--- src/rtl/uart_pkg.sv ---
// Shared UART definitions: FSM encodings common to TX and RX, baud divisors, clog2 helper.
package uart_pkg;

  localparam logic [2:0] IDLE    = 3'd0;
  localparam logic [2:0] START   = 3'd1;
  localparam logic [2:0] DATA    = 3'd2;
  localparam logic [2:0] STOP    = 3'd3;
  localparam logic [2:0] CLEANUP = 3'd4;

  // Clocks per bit from a 50 MHz system clock.
  localparam int CPB_115200 = 434;
  localparam int CPB_57600  = 868;
  localparam int CPB_19200  = 2604;
  localparam int CPB_9600   = 5208;

  function automatic int clog2(input int v);
    int r;
    r = 0;
    while ((1 << r) < v) r++;
    return (r == 0) ? 1 : r;
  endfunction

endpackage

--- src/rtl/uart_rx_sync.sv ---
// Two-flop synchronizer for an asynchronous input; reset value is a parameter.
module uart_rx_sync #(
  parameter logic RESET_VAL = 1'b1
) (
  input  logic i_clk,
  input  logic i_rst,
  input  logic i_async,
  output logic o_sync
);

  logic r_meta;
  logic r_sync;

  always_ff @(posedge i_clk) begin
    if (i_rst) begin
      r_meta <= RESET_VAL;
      r_sync <= RESET_VAL;
    end else begin
      r_meta <= i_async;
      r_sync <= r_meta;
    end
  end

  assign o_sync = r_sync;

endmodule

--- src/rtl/uart_rx.sv ---
// 8N1 UART receiver with mid-bit sampling. Define UART_RX_MAJORITY_EN for a
// 2-of-3 vote around each sample point (all decisions move one cycle later).
module uart_rx
  import uart_pkg::*;
#(
  parameter int CLOCK_PER_BIT = 434,
  parameter int DATAWIDTH_BUS = 8,
  parameter int STATE_SIZE    = 3
) (
  input  logic                     UART_RX_CLOCK_50,
  input  logic                     UART_RX_RESET_InHigh,
  input  logic                     UART_RX_rx_In,
  output logic [DATAWIDTH_BUS-1:0] UART_RX_data_Out,
  output logic                     UART_RX_newData_Out,
  output logic                     UART_RX_busy_Out,
  output logic                     UART_RX_frameError_Out
);

  localparam int HALF = CLOCK_PER_BIT / 2;
  localparam int CW   = clog2(CLOCK_PER_BIT);
  localparam int BW   = clog2(DATAWIDTH_BUS);
`ifdef UART_RX_MAJORITY_EN
  localparam int LAG  = 1;
`else
  localparam int LAG  = 0;
`endif

  localparam logic [STATE_SIZE-1:0] S_IDLE    = STATE_SIZE'(IDLE);
  localparam logic [STATE_SIZE-1:0] S_START   = STATE_SIZE'(START);
  localparam logic [STATE_SIZE-1:0] S_DATA    = STATE_SIZE'(DATA);
  localparam logic [STATE_SIZE-1:0] S_STOP    = STATE_SIZE'(STOP);
  localparam logic [STATE_SIZE-1:0] S_CLEANUP = STATE_SIZE'(CLEANUP);

  localparam logic [CW-1:0] START_LAST = CW'(HALF - 1 + LAG);
  localparam logic [CW-1:0] BIT_LAST   = CW'(CLOCK_PER_BIT - 1);
  localparam logic [BW-1:0] IDX_LAST   = BW'(DATAWIDTH_BUS - 1);

  logic                     w_sync;
  logic                     w_smp;
  logic [STATE_SIZE-1:0]    r_state;
  logic [CW-1:0]            r_cnt;
  logic [BW-1:0]            r_idx;
  logic [DATAWIDTH_BUS-1:0] r_shift;
  logic [DATAWIDTH_BUS-1:0] r_data;
  logic                     r_new;
  logic                     r_ferr;
  logic                     r_break;

  uart_rx_sync #(.RESET_VAL(1'b1)) u_sync (
    .i_clk   (UART_RX_CLOCK_50),
    .i_rst   (UART_RX_RESET_InHigh),
    .i_async (UART_RX_rx_In),
    .o_sync  (w_sync)
  );

`ifdef UART_RX_MAJORITY_EN
  // r_hist[0] is rx_sync one edge ago, r_hist[1] two edges ago.
  logic [1:0] r_hist;

  always_ff @(posedge UART_RX_CLOCK_50) begin
    if (UART_RX_RESET_InHigh) r_hist <= 2'b11;
    else                      r_hist <= {r_hist[0], w_sync};
  end

  assign w_smp = (r_hist[1] & r_hist[0]) | (r_hist[1] & w_sync) | (r_hist[0] & w_sync);
`else
  assign w_smp = w_sync;
`endif

  always_ff @(posedge UART_RX_CLOCK_50) begin
    if (UART_RX_RESET_InHigh) begin
      r_state <= S_IDLE;
      r_cnt   <= '0;
      r_idx   <= '0;
      r_shift <= '0;
      r_data  <= '0;
      r_new   <= 1'b0;
      r_ferr  <= 1'b0;
      r_break <= 1'b0;
    end else begin
      r_new  <= 1'b0;
      r_ferr <= 1'b0;
      case (r_state)
        S_IDLE: begin
          r_cnt <= '0;
          // After a framing error the line must go high again before re-arming.
          if (w_sync)        r_break <= 1'b0;
          else if (!r_break) r_state <= S_START;
        end
        S_START: begin
          if (r_cnt == START_LAST) begin
            r_cnt <= '0;
            r_idx <= '0;
            r_state <= w_smp ? S_IDLE : S_DATA;
          end else begin
            r_cnt <= r_cnt + 1'b1;
          end
        end
        S_DATA: begin
          if (r_cnt == BIT_LAST) begin
            r_cnt <= '0;
            r_shift[r_idx] <= w_smp;
            if (r_idx == IDX_LAST) r_state <= S_STOP;
            else                   r_idx   <= r_idx + 1'b1;
          end else begin
            r_cnt <= r_cnt + 1'b1;
          end
        end
        S_STOP: begin
          if (r_cnt == BIT_LAST) begin
            r_cnt   <= '0;
            r_state <= S_CLEANUP;
            if (w_smp) begin
              r_data <= r_shift;
              r_new  <= 1'b1;
            end else begin
              r_ferr  <= 1'b1;
              r_break <= 1'b1;
            end
          end else begin
            r_cnt <= r_cnt + 1'b1;
          end
        end
        S_CLEANUP: r_state <= S_IDLE;
        default:   r_state <= S_IDLE;
      endcase
    end
  end

  assign UART_RX_data_Out       = r_data;
  assign UART_RX_newData_Out    = r_new;
  assign UART_RX_frameError_Out = r_ferr;
  assign UART_RX_busy_Out       = (r_state != S_IDLE);

endmodule

--- config.mk ---
export PLATFORM = sky130hd
export DESIGN_NAME = uart_rx
export DESIGN_NICKNAME = d
export VERILOG_FILES = /design/src/rtl/uart_pkg.sv /design/src/rtl/uart_rx_sync.sv /design/src/rtl/uart_rx.sv
export SDC_FILE = /design/constraint.sdc
export NUM_CORES = 1
export LEC_CHECK = 0
export ABC_CLOCK_PERIOD_IN_PS = 1700
export BUFFER_PORTS_ARGS = -buffer_cell sky130_fd_sc_hd__buf_2
export CAP_MARGIN = 0
export CORE_MARGIN = 8
export CORE_UTILIZATION = 50
export DETAILED_ROUTE_END_ITERATION = 10
export PLACE_DENSITY = 0.71
export RECOVER_POWER = 25
export SLEW_MARGIN = 15
export SYNTH_ARGS = -nofsm -noshare
export SYNTH_HDL_FRONTEND = slang
export SYNTH_HIERARCHICAL = 1
export SYNTH_SLANG_ARGS = --single-unit
export TNS_END_PERCENT = 20
--- constraint.sdc ---
create_clock -name UART_RX_CLOCK_50 -period 1.7 [get_ports UART_RX_CLOCK_50]
set_input_delay 0.51 -clock UART_RX_CLOCK_50 [delete_from_list [all_inputs] [get_ports UART_RX_CLOCK_50]]
set_output_delay 0.51 -clock UART_RX_CLOCK_50 [all_outputs]
set_load 0.02 [all_outputs]
# After elaboration in Yosys (flattened, before gate mapping)

Index checks and enable logic that the tools add are counted.

Flip-flop bits (word level): 36
Input port bits: 3
Word-level logic and storage cells: 68

$add $sub $neg: 2
Magnitude comparators: 2
Equality and inequality tests: 15
Multiplexer cells: 24
Bitwise operators: 2
Reduce and logical (&&, ||, !) cells: 13

Operators with widths:

| cell                                                        | number |
|---|---|
| two-way mux 3 bit                                           | 9 |
| one-hot mux 9 bit (3 select lines)                          | 1 |
| two-way mux 9 bit                                           | 2 |
| inequality test 2 bit (second input constant)               | 8 |
| one-hot mux 3 bit (4 select lines)                          | 1 |
| adder 9 x 1 -> 9 bit (second input constant)                | 1 |
| == test 9 x 8 -> 1 bit (second input constant)              | 1 |
| == test 9 bit (second input constant)                       | 1 |
| bitwise mux 8 bit                                           | 1 |
| AND reduction 4 bit                                         | 2 |
| == test 3 x 2 -> 1 bit (second input constant)              | 2 |
| two-way mux 1 bit                                           | 6 |
| one-hot mux 3 bit (2 select lines)                          | 1 |
| AND reduction 6 bit                                         | 1 |
| nonzero test 3 bit                                          | 2 |
| less-than comparator 3 x 4 -> 1 bit (second input constant) | 1 |
| nonzero test 2 bit                                          | 2 |
| adder 3 x 1 -> 3 bit (second input constant)                | 1 |
| demux 1 bit (select 3 bit)                                  | 1 |
| == test 3 x 1 -> 1 bit (second input constant)              | 1 |
| == test 3 bit (second input constant)                       | 1 |
| >= comparator 3 x 1 -> 1 bit (second input constant)        | 1 |
| logical NOT 3 bit                                           | 1 |
| AND reduction 3 bit                                         | 1 |
| 8 further kinds                                             | 9 |

# Longest topological paths before layout

Gate-level depths: netlist of run 1.

Depth in word-level cells: 5
Depth in mapped cells: 7
Depth with buffers taken out: 6

# By module

The synthesis of run 1 kept the hierarchy.

By module, submodules not included:

| module       | times used | cells each | area an instance (um^2) | seq. area each (um^2) |
|---|---|---|---|---|
| uart_rx      | 1          | 191        | 1701.6                  | 680.7 |
| uart_rx_sync | 1          | 4          | 52.6                    | 40.0 |

# Worst setup path after synthesis of run 1

No wires, ideal clock.

Path kind: reg2reg
Start: reg r_cnt[0]
End: reg r_state[0]
Library setup time: 0.121 ns
Arrival: 1.730 ns
Required time: 1.579 ns
Path slack: -0.151 ns
Cell stages (with the launch flop): 7
Cells stage by stage: dfxtp_1 > ha_1 > and4b_1 > buf_4 > a21oi_2 > or4b_4 > mux2_4

Longest elaborated chain between the ends: 3
Elaborated cells between the ends (all ways): 6
Classes of those cells: eq/ne (5); reduce/logical (1)

RTL lines:

| what                                                           | RTL line                                      | RTL |
|---|---|---|
| start: declaration                                             | uart_rx.sv:41                                 | `logic [CW-1:0] r_cnt;` |
| start signal: assignment                                       | uart_rx.sv:96                                 | `r_cnt <= r_cnt + 1'b1;` |
| start signal: assignment                                       | uart_rx.sv:106                                | `r_cnt <= r_cnt + 1'b1;` |
| start signal: assignment                                       | uart_rx.sv:121                                | `r_cnt <= r_cnt + 1'b1;` |
| == test 9 bit / == test 9 x 8 -> 1 bit (equally long branches) | uart_rx.sv:100, uart_rx.sv:110, uart_rx.sv:91 |  |
| inequality test 2 bit (no line)                                | --                                            |  |
| AND reduction 6 bit (no line) (*)                              | --                                            |  |
| end signal: assignment                                         | uart_rx.sv:94                                 | `r_state <= w_smp ? S_IDLE : S_DATA;` |
| end: declaration                                               | uart_rx.sv:40                                 | `logic [STATE_SIZE-1:0] r_state;` |

Mark *: on every way between the ends. The rest lies on a longest branch, timed or not.
A chain may end at the register's enable or synchronous reset.

# Worst setup path after layout of run 1

Start: reg r_cnt[1]
End: reg r_state[0]

Same word-level chain as after synthesis.

==> results.yml, run 1 <==
die:
  rows: 21
  io_pins: 14
  start_util_pct: 52.16
  die_y_um: 75.23
  die_w_um: 75.23
  die-area_sq_um: 5660
  fp.coreArea_sq_um: 3363
timing:
  period_needed_ps: 1832
  fin_ws_ps: -132.0
  min_period_over_period_pct: 107.8
  finClkSkew_ps: 15.40
  drv_slew: 0
  finalHoldViolCount: 0
  clock.fmax_mhz: 545.9
  finalSetupViolCount: 5
  rsz0062_at_grt: "yes"
  max-slew-margin-rel_pct: 66.34
  worstMarginPinSlew_ps: 505.0
clock_tree:
  path_clk_slew_ps: 120
  cts_tree: "done"
  cts_sinks: 36
  ctsRootBufferMaster: "clkbuf_4"
  cts_buffer_depth: 2
  hold_buffers: 0
  clk_latency_ps: 340
  cts_buffers: 5
  cts_max_level: 2
global_routing:
  antenna_found_initial: 0
  grt_overflow: 0
  grt_use_total_pct: 16.56
  grt_pass1_wl_um: 7182
  grt_max_degree: 19
  first_global_vias: 1612
critical_path:
  cp.required_ps: 1930
  r2r_slack_ps: -130
  reg2reg_depth: 6
  crit_type: "reg2reg"
  worstPathMaxFanout: 2
  r2r-end: "r_state[0]$_SDFFE_PP0P_"
  worstReg2RegStart: "r_cnt[1]$_SDFFE_PP0P_"
  cp-start-kind: "flip-flop"
  worstPathArrival_ps: 2060
  cp-end-kind: "flip-flop"
placement:
  hpwlAfterDp_um: 3022
  routabilityCongestion: 0.8695
  place_ws_ps: -164.1
  io_buffer_count: 13
pwr:
  power_w: 0.002035
  power_density_nw_per_um2: 900.0
  vdd_drop_max_mv: 0.5974
  power_leakage_nw: 0.9804
logic_synthesis:
  synthDistinctLibCells: 45
  syn_area_per_cell_sq_um: 8.996
  ys_ff_latch: 36
  yosysTopAreaCell: "dfxtp_1"
  syn_nets: 203
  synth_top_area_share_pct: 41.08
  synth-seq-area-share_pct: 41.08
  synthCells: 195
  synth_area_sq_um: 1754
  synth_common_cells: "dfxtp_1 (36), nand2_1 (27), mux2i_1 (18)"
  synthArstFlopShare_pct: 0
  synth-main-ff-cell: "dfxtp_1"
  synth_most_common_cell: "dfxtp_1"
  synth_enable_flop_cells: 0
  synth.top_cells.by_area: "dfxtp_1 (41%), mux2i_1 (10%), nand2_1 (5.8%)"
  yosys_warnings: 6
layout:
  syn_to_final_growth_pct: 28.89
  drive_gt1_share_pct: 29.24
  num_antenna_cells: 0
  nets: 243
  utilization_pct: 67.22
worst_hold_path:
  hold_class: "in2reg"
  hold_path_depth: 2
  hold_end: "u_sync/r_meta$_SDFF_PP1_"
  hp-start: "UART_RX_rx_In"
drt:
  ant_nets: 0
  firstDrtPassIters: 4
  highest_layer: "met4"
  met3_wirelength_um: 181
  drt-met1-wl_um: 1897
  vias_per_cell: 5.635
  drc: 0
  vias: 1589
  wl_met2_um: 2155
  wl_per_cell_um: 15.24
  drt_wl_total_um: 4298
  drt_iter0_markers: 71
flow_run:
  drv_cap: 0
outcome:
  run_status: "finished, violations left"
  violations: "negative setup slack"
==> registers in the layout (all words and copies together) (netlist names) <==
name,cells
r_break,1
u_sync/r_meta,1
r_shift,8
UART_RX_data_Out,8
r_state,3
UART_RX_frameError_Out,1
r_idx,3
UART_RX_newData_Out,1
u_sync/o_sync,1
r_cnt,9
==> through the flow <==
step                cell area (sq um)  setup TNS, ps  std cells  hold WS, ps
global route                     2261         -986.2        282        337.7
detailed placement               2074         -452.3        273        407.4
global placement                 2074         -187.4        273        390.8
floorplan                        1773         -145.3        195        383.2
CTS                              2240         -354.3        282        331.4
finish                           2261         -391.4        282        339.2
==> layout by cell type (no fill, tap or decap), types with 2 or more instances in the layout <==
cell / count
nor2b_1: 6
and2_1: 2
o21ai_0: 4
o21a_1: 3
ha_4: 3
buf_2: 8
nand2b_1: 4
clkbuf_1: 5
nor3b_1: 2
buf_4: 27
nand4_1: 3
nor3_1: 8
nand3_1: 5
dfxtp_1: 32
clkbuf_4: 5
ha_1: 2
a21oi_2: 2
nand2_1: 27
dfxtp_2: 3
a21oi_1: 8
o22ai_1: 6
inv_4: 2
nor2_1: 13
or2_1: 2
mux2i_1: 18
clkbuf_8: 2
buf_6: 2
==> worst max-delay path, stage by stage (launching register included) <==
cell and delay, ps:
dfxtp_2 350, inv_4 70, ha_4 120, and4b_1 230, a21oi_2 80, or4b_4 530, mux2_4 310
==> metal layers <==
metal  vias up  GRT usage, %
met1       777         19.13
met4         0         6.610
met5         -             0
met3         7         3.728
met2        28         28.69
li1        777             -
==> power by group <==
group | switching, W | total [W] | internal (W)
clock | 0.000290 | 0.000680 | 0.000391
sequential | 0.0000326 | 0.000905 | 0.000872
combinational | 0.000218 | 0.000450 | 0.000232
total | 0.000540 | 0.00203 | 0.00149
==> how the worst max path moves through the flow <==
stage | startpoint | depth (start not counted) | slack (ps) | to
after global routing | r_cnt[0]$_SDFFE_PP0P_ | 6 | -170 | r_state[0]$_SDFFE_PP0P_
after global placement | r_cnt[0]$_SDFFE_PP0P_ | 6 | -70 | r_state[0]$_SDFFE_PP0P_
final | r_cnt[1]$_SDFFE_PP0P_ | 6 | -130 | r_state[0]$_SDFFE_PP0P_
after detailed placement | r_idx[0]$_SDFFE_PP0P_ | 5 | -160 | r_state[0]$_SDFFE_PP0P_
after CTS | r_cnt[0]$_SDFFE_PP0P_ | 6 | -110 | r_state[0]$_SDFFE_PP0P_
after floorplan | r_cnt[1]$_SDFFE_PP0P_ | 7 | -130 | r_state[0]$_SDFFE_PP0P_
==> repair_timing <==
action,4_1_cts,5_1_grt
cloned,0,0
resized for setup,15,7
buffers inserted,1,0
setup endpoints to repair,8,27
pin swaps,4,6
==> area by class of cell <==
| type | instances | area, sq um |
|---|---|---|
| clock buffers | 7 | 65.06 |
| inverters | 3 | 16.27 |
| clock inverters | 1 | 30.03 |
| fillers | 284 | 1102 |
| repair buffers | 44 | 309.0 |
| well taps | 46 | 57.56 |
| multi-input cells | 145 | 1055 |
| flip-flops and latches | 36 | 728.2 |
==> kinds of logic (layout without fill, tap and decap cells) <==
family,Yosys count,in the layout,synth area share (%)
AND/OR/NAND/NOR,89,89,28.39
flip-flops,36,36,41.08
AO/OA/AOI/OAI,31,31,11.41
buffers and inverters,14,55,3.780
adder cells (fa/ha/maj),5,5,3.566
multiplexers,20,20,11.77
No activity file was read; power rests on OpenSTA's default activity.
==> run 2, diff against run 1 <==
--- a/config.mk
+++ b/config.mk
@@ -6,7 +6,7 @@
 export NUM_CORES = 1
 export LEC_CHECK = 0
 export ABC_CLOCK_PERIOD_IN_PS = 1700
-export BUFFER_PORTS_ARGS = -buffer_cell sky130_fd_sc_hd__buf_2
+export BUFFER_PORTS_ARGS = -buffer_cell sky130_fd_sc_hd__buf_4
 export CAP_MARGIN = 0
 export CORE_MARGIN = 8
 export CORE_UTILIZATION = 50
==> results.yml, run 2 (synthesis gave the netlist of run 1 again) <==
die:
  rows: 21
  io_pins: 14
  die-area_sq_um: 5660
  start_util_pct: 52.16
  die_w_um: 75.23
  fp.coreArea_sq_um: 3363
  die_y_um: 75.23
placement:
  io_buffer_count: 13
  hpwlAfterDp_um: 2940
  routabilityCongestion: 0.8337
  place_area_sq_um: 2107
pwr:
  power_w: 0.002005
  vdd_drop_max_mv: 0.5133
  power_density_nw_per_um2: 877.3
  power_leakage_nw: 0.9810
global_routing:
  grt_pass1_wl_um: 6913
  antenna_found_initial: 0
  first_global_vias: 1560
  grt_use_total_pct: 15.65
  grt_max_degree: 20
  grt_overflow: 0
timing:
  clock.fmax_mhz: 552.1
  finClkSkew_ps: 9.398
  worstMarginPinSlew_ps: 880.6
  finalHoldViolCount: 0
  fin_ws_ps: -111.3
  max-slew-margin-rel_pct: 41.29
  finalSetupViolCount: 6
  rsz0062_at_grt: "yes"
  min_period_over_period_pct: 106.5
  period_needed_ps: 1811
  whs_ps: 359.9
  drv_slew: 0
critical_path:
  r2r-end: "r_state[0]$_SDFFE_PP0P_"
  r2r_slack_ps: -110
  cp-start-kind: "flip-flop"
  cp-end-kind: "flip-flop"
  crit_type: "reg2reg"
  worstReg2RegStart: "r_cnt[1]$_SDFFE_PP0P_"
  cp.required_ps: 1940
  reg2reg_depth: 6
  worstPathMaxFanout: 2
  worstPathArrival_ps: 2050
worst_hold_path:
  hold_class: "in2reg"
  hp-start: "UART_RX_rx_In"
  hold_path_depth: 2
  hold_end: "u_sync/r_meta$_SDFF_PP1_"
drt:
  drt_iter0_markers: 97
  vias_per_cell: 5.523
  vias: 1574
  drc: 0
  drt_wl_total_um: 4164
  ant_nets: 0
  wl_per_cell_um: 14.61
  firstDrtPassIters: 4
layout:
  final_common_cell: "buf_4"
  largest-register: "r_cnt"
  ff_latch_area_sq_um: 728.2
  syn_to_final_growth_pct: 30.31
  fill_cells: 289
  layout_common_cells: "buf_4 (34), dfxtp_1 (32), nand2_1 (27)"
  nets: 246
  num_antenna_cells: 0
  multiInputGateArea_sq_um: 1050
  drive_gt1_share_pct: 28.87
  utilization_pct: 67.97
  final_area_sq_um: 2286
  largest_register_ffs: 9
clock_tree:
  ctsRootBufferMaster: "clkbuf_4"
  cts_tree: "done"
  cts_buffers: 5
  cts_sinks: 36
  path_clk_slew_ps: 110
  cts_max_level: 2
  hold_buffers: 0
  cts_buffer_depth: 2
  clk_latency_ps: 340
outcome:
  violations: "negative setup slack"
  run_status: "finished, violations left"
flow_run:
  drv_cap: 0
[run 2: cell count changes in the layout (fill, tap and decap cells not counted), moves of 2 or more]
cell and delta:
buf_2 -8, buf_4 +7, clkbuf_8 -2, clkbuf_1 +3, buf_6 +3
[run 2: area by class of cell]
cell class / instances / area share (%)
sequential: 36 / 31.86
tap: 46 / 2.518
multi-input combinational: 145 / 45.92
timing repair buffer: 47 / 15.65
clock inverter: 2 / 1.533
inverter: 3 / 0.7115
clock buffer: 6 / 1.806
[run 2: routing by layer]
metal  share of wire, %  global-route usage [%]  vias to the layer above
li1                   -                       -                      783
met1                 45                   19.17                      750
met2                 49                   25.91                       34
met3                4.0                   3.196                        7
met4                1.5                   6.397                        0
met5                  0                       0                        -
[run 2: worst max-delay path by stage]
stage	start	end	slack [ps]	depth (start not counted)
4_1_cts	r_cnt[0]$_SDFFE_PP0P_	r_state[0]$_SDFFE_PP0P_	-90	6
3_3_place_gp	r_cnt[0]$_SDFFE_PP0P_	r_state[0]$_SDFFE_PP0P_	-70	6
2_1_floorplan	r_cnt[1]$_SDFFE_PP0P_	r_state[0]$_SDFFE_PP0P_	-130	7
5_1_grt	r_cnt[1]$_SDFFE_PP0P_	r_state[0]$_SDFFE_PP0P_	-150	6
6_report	r_cnt[1]$_SDFFE_PP0P_	r_state[0]$_SDFFE_PP0P_	-110	6
3_5_place_dp	r_cnt[0]$_SDFFE_PP0P_	r_state[0]$_SDFFE_PP0P_	-100	6
[run 2: worst max-delay path: stages (launching register included)]
cell and delay, ps:
dfxtp_2 350, inv_4 70, ha_4 130, and4b_1 230, a21oi_2 80, or4b_4 540
mux2_4 310
[run 2: through the flow]
stage | instances | setup WS [ps] | setup TNS, ps
after floorplan | 195 | -130.8 | -145.3
final | 285 | -111.3 | -438.8
after detailed placement | 273 | -102.7 | -337.9
after global routing | 285 | -147.8 | -1043
after global placement | 273 | -66.29 | -174.8
after CTS | 283 | -89.58 | -461.0
[run 2: where the power goes]
part           internal, W  switching (W)
registers         0.000874      0.0000294
clock network     0.000308       0.000282
logic             0.000286       0.000226
total              0.00147       0.000537
[run 2: what timing repair did]
item                                    4_1_cts  5_1_grt
pin swaps                                     6        4
hold endpoints to repair                      0        0
endpoints found under the setup margin        8       17
gates resized for setup                      15        9
setup buffers                                 2        2
